**config.mk**
```make
export PLATFORM = sky130hd
export DESIGN_NAME = ex_seqdet_prog
export DESIGN_NICKNAME = d
export VERILOG_FILES = /design/src/rtl/ex_seqdet_pkg.sv /design/src/rtl/ex_seqdet_win.sv /design/src/rtl/ex_seqdet_prog.sv
export SDC_FILE = /design/constraint.sdc
export NUM_CORES = 1
export LEC_CHECK = 0
export ABC_AREA = 1
export CAP_MARGIN = 10
export CORE_UTILIZATION = 45
export CTS_CLUSTER_DIAMETER = 200
export DETAILED_ROUTE_END_ITERATION = 7
export GPL_TIMING_DRIVEN = 0
export HOLD_SLACK_MARGIN = 0.08
export PLACE_DENSITY = 0.67
export SLEW_MARGIN = 10
export SYNTH_ARGS = -nofsm -noshare
export SYNTH_HDL_FRONTEND = slang
export SYNTH_SLANG_ARGS = --single-unit
export TNS_END_PERCENT = 30
```
**constraint.sdc**
```tcl
create_clock -name sclk -period 2.9 [get_ports sclk]
set_clock_uncertainty 0.1 [all_clocks]
set_input_delay 0.435 -clock sclk [delete_from_list [all_inputs] [get_ports sclk]]
set_output_delay 0.435 -clock sclk [all_outputs]
set_load 0.01 [all_outputs]
```
**src/rtl/ex_seqdet_pkg.sv**
```systemverilog
// Shared constants and types for the programmable sequence detector.
package ex_seqdet_pkg;

  localparam int PAT_W_DEF = 8;
  localparam int LEN_W     = $clog2(PAT_W_DEF + 1);

  // Default pattern 0,1,0,0,1 (oldest first) in the low DEF_LEN bits.
  localparam logic [PAT_W_DEF-1:0] DEF_PAT = 8'h09;
  localparam int                   DEF_LEN = 5;

  // Configuration bundle as presented by the control block.
  typedef struct packed {
    logic [PAT_W_DEF-1:0] pat;
    logic [LEN_W-1:0]     len;
    logic                 ovl;
  } cfg_t;

endpackage

```
**src/rtl/ex_seqdet_win.sv**
```systemverilog
// Sliding window: history shift register, fill counter and masked compare.
// Produces a combinational hit for the bit presented this cycle.
module ex_seqdet_win #(
  parameter int PAT_W = 8,
  parameter int LEN_W = $clog2(PAT_W + 1)
) (
  input  logic             sclk,
  input  logic             rst_n,
  input  logic             i_clr,
  input  logic             i_vld,
  input  logic             i_din,
  input  logic [PAT_W-1:0] i_pat,
  input  logic [LEN_W-1:0] i_len,
  input  logic             i_ovl,
  output logic             o_hit
);

  // The oldest history bit would shift straight out without ever being
  // compared, so only PAT_W-1 bits are stored; the new bit completes the window.
  logic [PAT_W-2:0] r_hist;
  logic [LEN_W-1:0] r_fill;
  logic [PAT_W-1:0] w_win;
  logic [PAT_W-1:0] w_mask;
  logic             w_armed;
  logic             w_eq;

  assign w_win = {r_hist, i_din};

  // Select the low i_len bits of the window for comparison.
  always_comb begin
    w_mask = '0;
    for (int i = 0; i < PAT_W; i++) begin
      w_mask[i] = (i < int'(i_len));
    end
  end

  // Enough valid bits have arrived once this one completes the pattern.
  assign w_armed = (({1'b0, r_fill} + (LEN_W + 1)'(1)) >= {1'b0, i_len});
  assign w_eq    = (((w_win ^ i_pat) & w_mask) == '0);
  assign o_hit   = i_vld && !i_clr && (i_len != '0) && w_armed && w_eq;

  // History shift and fill tracking; a config load restarts both.
  always_ff @(posedge sclk or negedge rst_n) begin
    if (!rst_n) begin
      r_hist <= '0;
      r_fill <= '0;
    end else if (i_clr) begin
      r_hist <= '0;
      r_fill <= '0;
    end else if (i_vld) begin
      r_hist <= w_win[PAT_W-2:0];
      if (o_hit && !i_ovl) begin
        r_fill <= '0;
      end else if (r_fill < i_len) begin
        r_fill <= r_fill + LEN_W'(1);
      end
    end
  end

endmodule

```
**src/rtl/ex_seqdet_prog.sv**
```systemverilog
// Programmable serial sequence detector: config shadow, registered match
// pulse and saturating match counter around the sliding-window matcher.
module ex_seqdet_prog
  import ex_seqdet_pkg::*;
#(
  parameter int                PAT_W   = PAT_W_DEF,
  parameter int                CNT_W   = 16,
  parameter logic [PAT_W-1:0]  DEF_PAT = ex_seqdet_pkg::DEF_PAT,
  parameter int                DEF_LEN = ex_seqdet_pkg::DEF_LEN
) (
  input  logic                         sclk,
  input  logic                         rst_n,
  input  logic                         cin,
  input  logic                         cin_vld,
  input  logic                         cfg_load,
  input  logic [PAT_W-1:0]             pat,
  input  logic [$clog2(PAT_W+1)-1:0]   pat_len,
  input  logic                         overlap_en,
  input  logic                         cnt_clr,
  output logic                         cout,
  output logic [CNT_W-1:0]             match_cnt
);

  localparam int LW = $clog2(PAT_W + 1);

  logic [PAT_W-1:0] r_pat;
  logic [LW-1:0]    r_len;
  logic             r_ovl;
  logic             r_cout;
  logic [CNT_W-1:0] r_cnt;
  logic [LW-1:0]    w_len_ld;
  logic             w_hit;

  // Lengths beyond the window are clamped to the full window.
  always_comb begin
    w_len_ld = pat_len;
    if (int'(pat_len) > PAT_W) begin
      w_len_ld = LW'(PAT_W);
    end
  end

  // Config shadow, only written by a load pulse.
  always_ff @(posedge sclk or negedge rst_n) begin
    if (!rst_n) begin
      r_pat <= DEF_PAT;
      r_len <= LW'(DEF_LEN);
      r_ovl <= 1'b1;
    end else if (cfg_load) begin
      r_pat <= pat;
      r_len <= w_len_ld;
      r_ovl <= overlap_en;
    end
  end

  ex_seqdet_win #(
    .PAT_W (PAT_W),
    .LEN_W (LW)
  ) u_win (
    .sclk  (sclk),
    .rst_n (rst_n),
    .i_clr (cfg_load),
    .i_vld (cin_vld),
    .i_din (cin),
    .i_pat (r_pat),
    .i_len (r_len),
    .i_ovl (r_ovl),
    .o_hit (w_hit)
  );

  // Registered match pulse and saturating counter; clear beats increment.
  always_ff @(posedge sclk or negedge rst_n) begin
    if (!rst_n) begin
      r_cout <= 1'b0;
      r_cnt  <= '0;
    end else begin
      r_cout <= w_hit;
      if (cnt_clr) begin
        r_cnt <= '0;
      end else if (w_hit && (r_cnt != '1)) begin
        r_cnt <= r_cnt + CNT_W'(1);
      end
    end
  end

  assign cout      = r_cout;
  assign match_cnt = r_cnt;

endmodule

```
Word level (Yosys, flattened, before mapping). Cells that the tools add are included.

Flip-flop bits (word level): 41. Bits in latches: 0. Bits in writable memories: 0. Bits in read-only memories: 0. Bits of input ports: 19. Output and inout port bits: 17. Word-level logic and storage cells: 47. Memories kept: 0.

Add/subtract/negate cells: 3. Multipliers: 0. Div/mod/pow operators: 0. Magnitude comparators: 11. Equal/unequal tests: 1. Shift operators: 0. Mux-type cells: 9. Bitwise gates (word level): 2. Reductions and logical operators: 14.

Operators with widths (number): $mux W16 (2); $mux W4 (5); $add A16 B1 Y16 const B (1); $lt A3 B4 Y1 const A (4); $ne A16 B16 Y1 const B (1); $mux W7 (2); $and A8 B8 Y8 (1); $logic_not A8 Y1 (1); $lt A1 B4 Y1 const A (2); $lt A2 B4 Y1 const A (2); $xor A8 B8 Y8 (1); $logic_and A1 B1 Y1 (6); $add A4 B1 Y5 const B (1); $ge A5 B4 Y1 (1); $add A4 B1 Y4 const B (1); $gt A4 B4 Y1 const B (1); $lt A4 B4 Y1 (1); $reduce_bool A2 Y1 (2); $reduce_bool A4 Y1 (1); $reduce_bool A3 Y1 (1); $logic_not A1 Y1 (2); $reduce_and A2 Y1 (1).

Depth between registers and ports, before layout. Gate-level depths: netlist of the first run.

Word-level depth: 9. Depth in mapped cells: 17. Mapped depth without buffers: 15.

By module. From an unflattened synthesis of the first run, not the netlist that was laid out.

Cells, all modules: 357. Area total of the unflattened synthesis: 2626.3 um^2.

Modules (own cells, without submodules): ex_seqdet_prog (instances 1, cells an instance 212, area each 1656.6 um^2, seq. area each 757.0 um^2); ex_seqdet_win (instances 1, cells an instance 145, area each 969.7 um^2, seq. area each 275.3 um^2).

Worst setup path before layout of the first run. No wires, ideal clock.

Path kind: flip-flop to flip-flop. Start: reg u_win.r_fill[0]. End: reg r_cnt[12], in the netlist match_cnt[12]. Setup time: 0.117 ns. Data arrival time: 2.038 ns. Data required time: 2.683 ns. Path slack: 0.645 ns. Cell stages (with the launch flop): 17. Buffers on the path: 2. Period minus slack after synthesis: 2.255 ns. Cell sequence: dfrtp_1 > ha_1 > xor2_1 > ha_1 > nand2_1 > nand2_1 > nand2_1 > nand2_1 > nor2_1 > nor2_1 > and2_1 > buf_6 > nand2_4 > nand2_4 > buf_6 > nand2_1 > nand2_1.

Cells in the longest elaborated chain, start to end: 6.

RTL lines: from (decl) (line ex_seqdet_win.sv:21) `logic [LEN_W-1:0] r_fill;`; from (signal assigned) (line ex_seqdet_win.sv:55) `r_fill <= r_fill + LEN_W'(1);`; $add A4 B1 Y5 (line ex_seqdet_win.sv:38) `assign w_armed = (({1'b0, r_fill} + (LEN_W + 1)'(1)) >= {1'b0, i_len});`; $ge A5 B4 Y1 (line ex_seqdet_win.sv:38); $logic_and A1 B1 Y1 (2 in a row) (line ex_seqdet_win.sv:40) `assign o_hit = i_vld && !i_clr && (i_len != '0) && w_armed && w_eq;`; named net u_win.o_hit (line ex_seqdet_win.sv:15) `output logic o_hit`; $logic_and A1 B1 Y1 (line ex_seqdet_prog.sv:79) `end else if (w_hit && (r_cnt != '1)) begin`; $reduce_bool A2 Y1 (no source line); to (signal assigned) (line ex_seqdet_prog.sv:80) `r_cnt <= r_cnt + CNT_W'(1);`; to (decl) (line ex_seqdet_prog.sv:30) `logic [CNT_W-1:0] r_cnt;`.

The timed path passes the listed nets, and every way through them passes these cells. A chain may end at the register's enable or synchronous reset.

Worst setup path in the final report of the first run.
Start: reg u_win.r_fill[0]. End: reg r_cnt[5], in the netlist match_cnt[5].

Same word-level chain as after synthesis.

==> impl_metrics.tcl, run 1 <==
set metrics [dict create \
    die_w_um 76.39 \
    core_um2 5205 \
    globalplace.congestion 0.9086 \
    synth_edf_count 0 \
    leakage_nw 1.472 \
    most-common-layout-cells "105 x nand2_1, 38 x inv_1, 37 x nor2_1" \
    seqCellArea_um2 1032 \
    cts_max_level 2 \
    hold_viol 0 \
    ys_ff_latch 41 \
    ys_seq_area_frac 0.4146 \
    syn_avg_cell_area_um2 7.500 \
    path_class "reg2reg" \
    fin_ws_ns 0.4267 \
    synth_cells 332 \
    diodes 0 \
    synthArstFlopShare 1.000 \
    drt_first_iter_violations 119 \
    routed-via-count 2213 \
    wl_per_cell_um 11.97 \
    rr_startpoint "u_win.r_fill[0]" \
    crit_fanout 10 \
    cts.root.buffer_cell "clkbuf_8" \
    ys_warn_count 0 \
    holdPathStages 2 \
    fillers 514 \
    synth_area_um2 2490 \
    grt_pass1_vias 2157 \
    rrSetupSlack_ns 0.43 \
    dr.pass1.iters 4 \
    track_usage 0.2086 \
    start_util 0.4784 \
    dp_hpwl_um 4069 \
    hold_path_startpoint "r_pat[4]" \
    ant_nets 0 \
    hold_path_end "r_pat[4]" \
    outcome "completed" \
    via_per_inst 4.951 \
    layout.nets 405 \
    clock-sinks 41 \
    r2r_end "match_cnt[5]" \
    clk_latency_ns 0.29 \
    clkTransAtPathRegs_ns 0.07 \
    layout.cells.non_filler 447 \
    routed_wl_um 5350 \
    ioPinCount 36 \
    fmax_ghz 0.4043 \
    setup_viol 0 \
    die_h_um 76.39 \
    multi_input_area_um2 1255 \
    synth_nets 361 \
    dp.cells 438 \
    grt_pass1_wl_um 9701 \
    grt_overflow 0 \
    tns_ns 0 \
    critPathArrivalTime_ns 2.55 \
    cts_buffers 5 \
    drive_gt1_frac 0.06897 \
    die-area_um2 5835 \
    critPathRequiredTime_ns 2.98 \
    tritoncts "built" \
    hold_path.class "reg2reg" \
    p_per_area_nw_per_um2 413.5 \
    rows 26 \
    drc 0 \
    start_kind "flip-flop" \
    tightest_slew_ns 0.4226 \
    antenna_found_initial 0 \
    finalCritPeriodShare 0.8528 \
    relSlewSlack 0.7183 \
    max-vdd-ir-drop_uv 228.7 \
    synth_cell_types 27 \
    final_util 0.5846 \
    ys.flop_type "dfrtp_1" \
    layout_commonest_cell "nand2_1" \
    maxSlewViolCount 0 \
    r2r_cells 16 \
    dp_slack_ns 0.4052 \
    syn2layout_area_growth_pct 22.21 \
    fin_crit_ns 2.473 \
    critPathCaptureType "flip-flop" \
    power.total_mw 1.258 \
    ctsLongestPathBuffers 2 \
    grt_max_degree 31 \
    port_buffers 35 \
    rsz0062_at_grt "no" \
    maxCapViolCount 0 \
]
[layer usage]
layer  vias to the layer above  global-route usage  wire length [um]
met5                         -                   0                 0
met4                         0             0.08846               127
met3                        11             0.03473               167
met2                        47              0.3568              2608
met1                      1012              0.2592              2446
li1                       1143                   -                 -
[power breakdown]
| part | internal [mW] | total [mW] | leakage [nW] | switching (mW) |
|---|---|---|---|---|
| Sequential | 0.606 | 0.635 | 0.537 | 0.0293 |
| Combinational | 0.103 | 0.243 | 0.889 | 0.140 |
| Clock | 0.194 | 0.380 | 0.0455 | 0.186 |
[cell usage after synthesis (2+ instances only)]
library cell / instances / share of area
xor2_1: 13 / 0.046
ha_1: 10 / 0.050
nand2_1: 105 / 0.16
dfstp_2: 5 / 0.053
inv_1: 38 / 0.057
a21oi_1: 4 / 0.0080
nor3_1: 2 / 0.0040
nand4_1: 7 / 0.018
buf_6: 3 / 0.014
inv_2: 2 / 0.0030
xnor2_1: 4 / 0.014
nand2_4: 2 / 0.0090
clkbuf_1: 5 / 0.0075
o22ai_1: 7 / 0.018
dfrtp_1: 36 / 0.36
nand3_1: 28 / 0.056
nor2_1: 37 / 0.056
nor2_4: 2 / 0.0090
o21ai_0: 14 / 0.028
[how the worst max path moves through the flow]
stage	startpoint	to	slack [ns]	depth (start not counted)
2_1_floorplan	u_win.r_fill[0]	match_cnt[12]	0.64	16
3_3_place_gp	rst_n	u_win.r_hist[2]	0.19	1
3_5_place_dp	cin_vld	match_cnt[0]	0.41	13
4_1_cts	u_win.r_fill[0]	match_cnt[9]	0.43	16
5_1_grt	u_win.r_fill[0]	match_cnt[5]	0.23	16
6_report	u_win.r_fill[0]	match_cnt[5]	0.43	16
[layout make-up]
class                           count  area share
Inverter                           40     0.04934
Multi-Input combinational cell    243      0.4124
Tap cell                           70     0.02878
Sequential cell                    41      0.3392
Clock buffer                        8     0.02961
Buffer                              8     0.01727
Timing Repair Buffer               37      0.1234
[timing repair]
item | CTS | global route
hold buffers | 1 | 0
buffers inserted | 0 | 0
setup endpoints to repair | 0 | 0
resized for setup | 0 | 0
endpoints found under the hold margin | 11 | 0
[flip-flops by register name (all words and copies together) (netlist names)]
name	count
u_win.r_fill	4
r_pat	8
cout	1
match_cnt	16
u_win.r_hist	7
r_ovl	1
r_len	4
[metrics by stage]
stage | area (um2) | hold WS [ns]
2_1_floorplan | 2490 | 0.03941
3_3_place_gp | 2928 | 0.3758
3_5_place_dp | 2943 | 0.2487
4_1_cts | 3043 | 0.3976
5_1_grt | 3043 | 0.4390
6_report | 3043 | 0.3949
[critical path, cell delays in order (launching register included)]
cell and delay [ns]:
dfrtp_1 0.44, ha_1 0.25, xor2_1 0.18, ha_1 0.30, nand2_1 0.06, nand2_1 0.04
nand2_1 0.05, nand2_1 0.05, nor2_1 0.10, nor2_1 0.06, and2_1 0.16, buf_6 0.13
nand2_4 0.12, nand2_4 0.07, buf_6 0.14, nand2_1 0.05, nand2_1 0.05
[kinds of logic (layout without fill, tap and decap cells)]
| logic type | Yosys count | count (layout) | share of synthesized area |
|---|---|---|---|
| buffers and inverters | 48 | 93 | 0.08141 |
| adders and majority gates | 10 | 10 | 0.05025 |
| DFF | 41 | 41 | 0.4146 |
| and+or+nand+nor | 190 | 190 | 0.3372 |
| xor gates and xnor gates | 17 | 17 | 0.05980 |
| AOI/OAI and AO/OA | 26 | 26 | 0.05679 |
(Power assumes the default switching activity.)
==> run 2: changes to the inputs <==
--- a/config.mk
+++ b/config.mk
@@ -13,6 +13,7 @@
 export GPL_TIMING_DRIVEN = 0
 export HOLD_SLACK_MARGIN = 0.08
 export PLACE_DENSITY = 0.67
+export SKIP_CTS_REPAIR_TIMING = 1
 export SLEW_MARGIN = 10
 export SYNTH_ARGS = -nofsm -noshare
 export SYNTH_HDL_FRONTEND = slang
==> results of run 2 <==
No change in the layout: final DEF, timing and power equal those of run 1.
==> run 3: changes to the inputs <==
--- a/config.mk
+++ b/config.mk
@@ -5,16 +5,14 @@
 export SDC_FILE = /design/constraint.sdc
 export NUM_CORES = 1
 export LEC_CHECK = 0
-export ABC_AREA = 1
 export CAP_MARGIN = 10
 export CORE_UTILIZATION = 45
 export CTS_CLUSTER_DIAMETER = 200
 export DETAILED_ROUTE_END_ITERATION = 7
 export GPL_TIMING_DRIVEN = 0
 export HOLD_SLACK_MARGIN = 0.08
-export PLACE_DENSITY = 0.67
+export PLACE_DENSITY = 0.68
 export SKIP_CTS_REPAIR_TIMING = 1
-export SLEW_MARGIN = 10
 export SYNTH_ARGS = -nofsm -noshare
 export SYNTH_HDL_FRONTEND = slang
 export SYNTH_SLANG_ARGS = --single-unit
==> impl_metrics.tcl, run 3 <==
set metrics [dict create \
    ioPinCount 36 \
    netSwitchingPower_uw 318.0 \
    maxSlewViolCount 0 \
    largest_reg_flops 16 \
    globalplace.congestion 0.8228 \
    holdWs_ns 0.3970 \
    synth_top_area_share 0.3842 \
    path_class "in2reg" \
    tns_ns 0 \
    comb_power_share 0.158 \
    via_per_inst 5.466 \
    switching_share 0.2704 \
    routed_wl_um 4929 \
    tritoncts "built" \
    ant_nets 0 \
    die_h_um 74.19 \
    ys.flop_type "dfrtp_1" \
    layout_commonest_cell "dfrtp_1" \
    synth_area_um2 2345 \
    diodes 0 \
    layout.cells.non_filler 337 \
    critPathArrivalTime_ns 2.74 \
    relSlewSlack 0.6573 \
    dp.cells 328 \
    critPathCaptureType "flip-flop" \
    start_util 0.4805 \
    synth_cells 226 \
    cp_cell_sequence "clkdlybuf4s50_1 -> xor2_1 -> a2111oi_0 -> o221a_2 -> nand3_4 -> buf_6 -> nor4_2 -> mux2_1" \
    cts_max_level 2 \
    hold_path.class "in2reg" \
    wl_per_cell_um 14.63 \
    setup_viol 0 \
    die-area_um2 5503 \
    synth_edf_count 0 \
    critPathRequiredTime_ns 2.98 \
    cts_buffers 5 \
    ctsLongestPathBuffers 2 \
    track_usage 0.1958 \
    synth_cell_types 44 \
    antenna_found_initial 0 \
    dp_slack_ns -0.06853 \
    drive_gt1_frac 0.1296 \
    rsz0062_at_grt "no" \
    yosys.area.top_type "dfrtp_1" \
    ys_top_cells_by_count "36 x dfrtp_1, 25 x nor2_1, 10 x ha_1, 10 x nand2_1, 10 x nand3_1" \
    core_um2 4880 \
    drt_first_iter_violations 75 \
    p_seq_frac 0.532 \
    rows 25 \
    p_per_area_nw_per_um2 406.8 \
    synthArstFlopShare 1.000 \
    clockPowerShare 0.310 \
    die_w_um 74.19 \
    syn2layout_area_growth_pct 23.32 \
    holdPathStages 3 \
    slowest_stage "clkdlybuf4s50_1" \
    slowest_delay_ns 0.45 \
    ys_warn_count 0 \
    finalCritPeriodShare 0.9177 \
    start_kind "input port" \
    layout.nets 298 \
    tightest_slew_ns 0.5113 \
    clkTransAtPathRegs_ns 0.08 \
    grt_max_degree 25 \
    yosysMostFrequentCell "dfrtp_1" \
    crit_fanout 10 \
    r2r_cells 9 \
    leakage_nw 1.224 \
    most-common-layout-cells "36 x dfrtp_1, 33 x clkdlybuf4s50_1, 25 x nor2_1" \
    grt_pass1_vias 1743 \
    dp_hpwl_um 3700 \
    routed-via-count 1842 \
    grt_overflow 0 \
    clk_latency_ns 0.29 \
    fmax_ghz 0.3757 \
    max-vdd-ir-drop_uv 192.5 \
    syn_avg_cell_area_um2 10.37 \
    hold_viol 0 \
    cts.root.buffer_cell "clkbuf_8" \
    dr.pass1.iters 4 \
    maxCapViolCount 0 \
    grt_pass1_wl_um 8093 \
    clock-sinks 41 \
    final_util 0.5926 \
    synth.area.top_cells "dfrtp_1 38%, dfstp_2 5.6%, ha_1 5.3%, mux2_1 4.3%, mux2_2 4.3%" \
    ys_seq_area_frac 0.4402 \
    p_int_uw 858.4 \
    fin_ws_ns 0.2386 \
    port_buffers 34 \
    outcome "completed" \
    drc 0 \
    synth_nets 255 \
    ys_ff_latch 41 \
    fin_crit_ns 2.661 \
]
[run 3: changes by cell type in the layout (fill, tap and decap cells not counted), sizes merged, moves of 14 or more]
cell / previous run / this run
nor2: 39 / 25
nand2: 108 / 10
nand3: 29 / 11
mux2: 0 / 18
inv: 40 / 9
[run 3: power by group through the flow]
stage	logic, mW	clock network (mW)	registers, mW
after global placement	0.177	0	0.636
after detailed placement	0.184	0	0.637
after global routing	0.210	0.396	0.629
after CTS	0.185	0.380	0.626
after floorplan	0.118	0	0.629
final	0.186	0.364	0.626
[run 3: final timing paths]
path | from | endpoint | slack [ns]
min in group asynchronous | rst_n | match_cnt[8] | 0.55
setup reg to reg | u_win.r_fill[0] | match_cnt[13] | 0.26
setup / recovery | cin | match_cnt[13] | 0.24
hold reg to reg | r_pat[4] | r_pat[4] | 0.44
max in group asynchronous | rst_n | r_len[0] | 1.58
hold / removal | cin_vld | u_win.r_hist[0] | 0.40
[run 3: worst max-delay path: cells and delay by family]
family / cells / cell delay (ns)
AOI/OAI and AO/OA: 2 / 0.74
buffers and inverters: 2 / 0.64
and+or+nand+nor: 2 / 0.42
muxes: 1 / 0.34
xor gates and xnor gates: 1 / 0.16
[run 3: cell type report]
cell class                 count  area, um2
clock buffer                   5      68.82
inverter                       9      33.78
clock inverter                 3      17.52
sequential                    41       1032
fill                         446       1988
multi-input combinational    168       1240
buffer                         8      42.54
timing repair buffer          36      372.9
tap                           67      83.83
[run 3: cell families after synthesis]
logic type | Yosys count | share of synthesized area
buffers and inverters | 17 | 0.03255
adder cells (fa/ha/maj) | 10 | 0.05336
flip-flops | 41 | 0.4402
AO/OA/AOI/OAI | 34 | 0.1051
XOR/XNOR | 13 | 0.04856
AND/OR/NAND/NOR | 84 | 0.1953
multiplexers | 27 | 0.1249
[run 3: metrics by stage]
stage / total power, mW / instance area (um2)
2_1_floorplan: 0.7477 / 2345
3_5_place_dp: 0.8215 / 2791
3_3_place_gp: 0.8139 / 2769
4_1_cts: 1.191 / 2878
6_report: 1.176 / 2892
5_1_grt: 1.235 / 2892
[run 3: layer usage]
metal	track usage	vias to the layer above	share of wire
met5	0	-	0
met3	0.03659	4	0.029
li1	-	900	-
met4	0.06410	0	0.0087
met1	0.2787	904	0.50
met2	0.3020	34	0.46
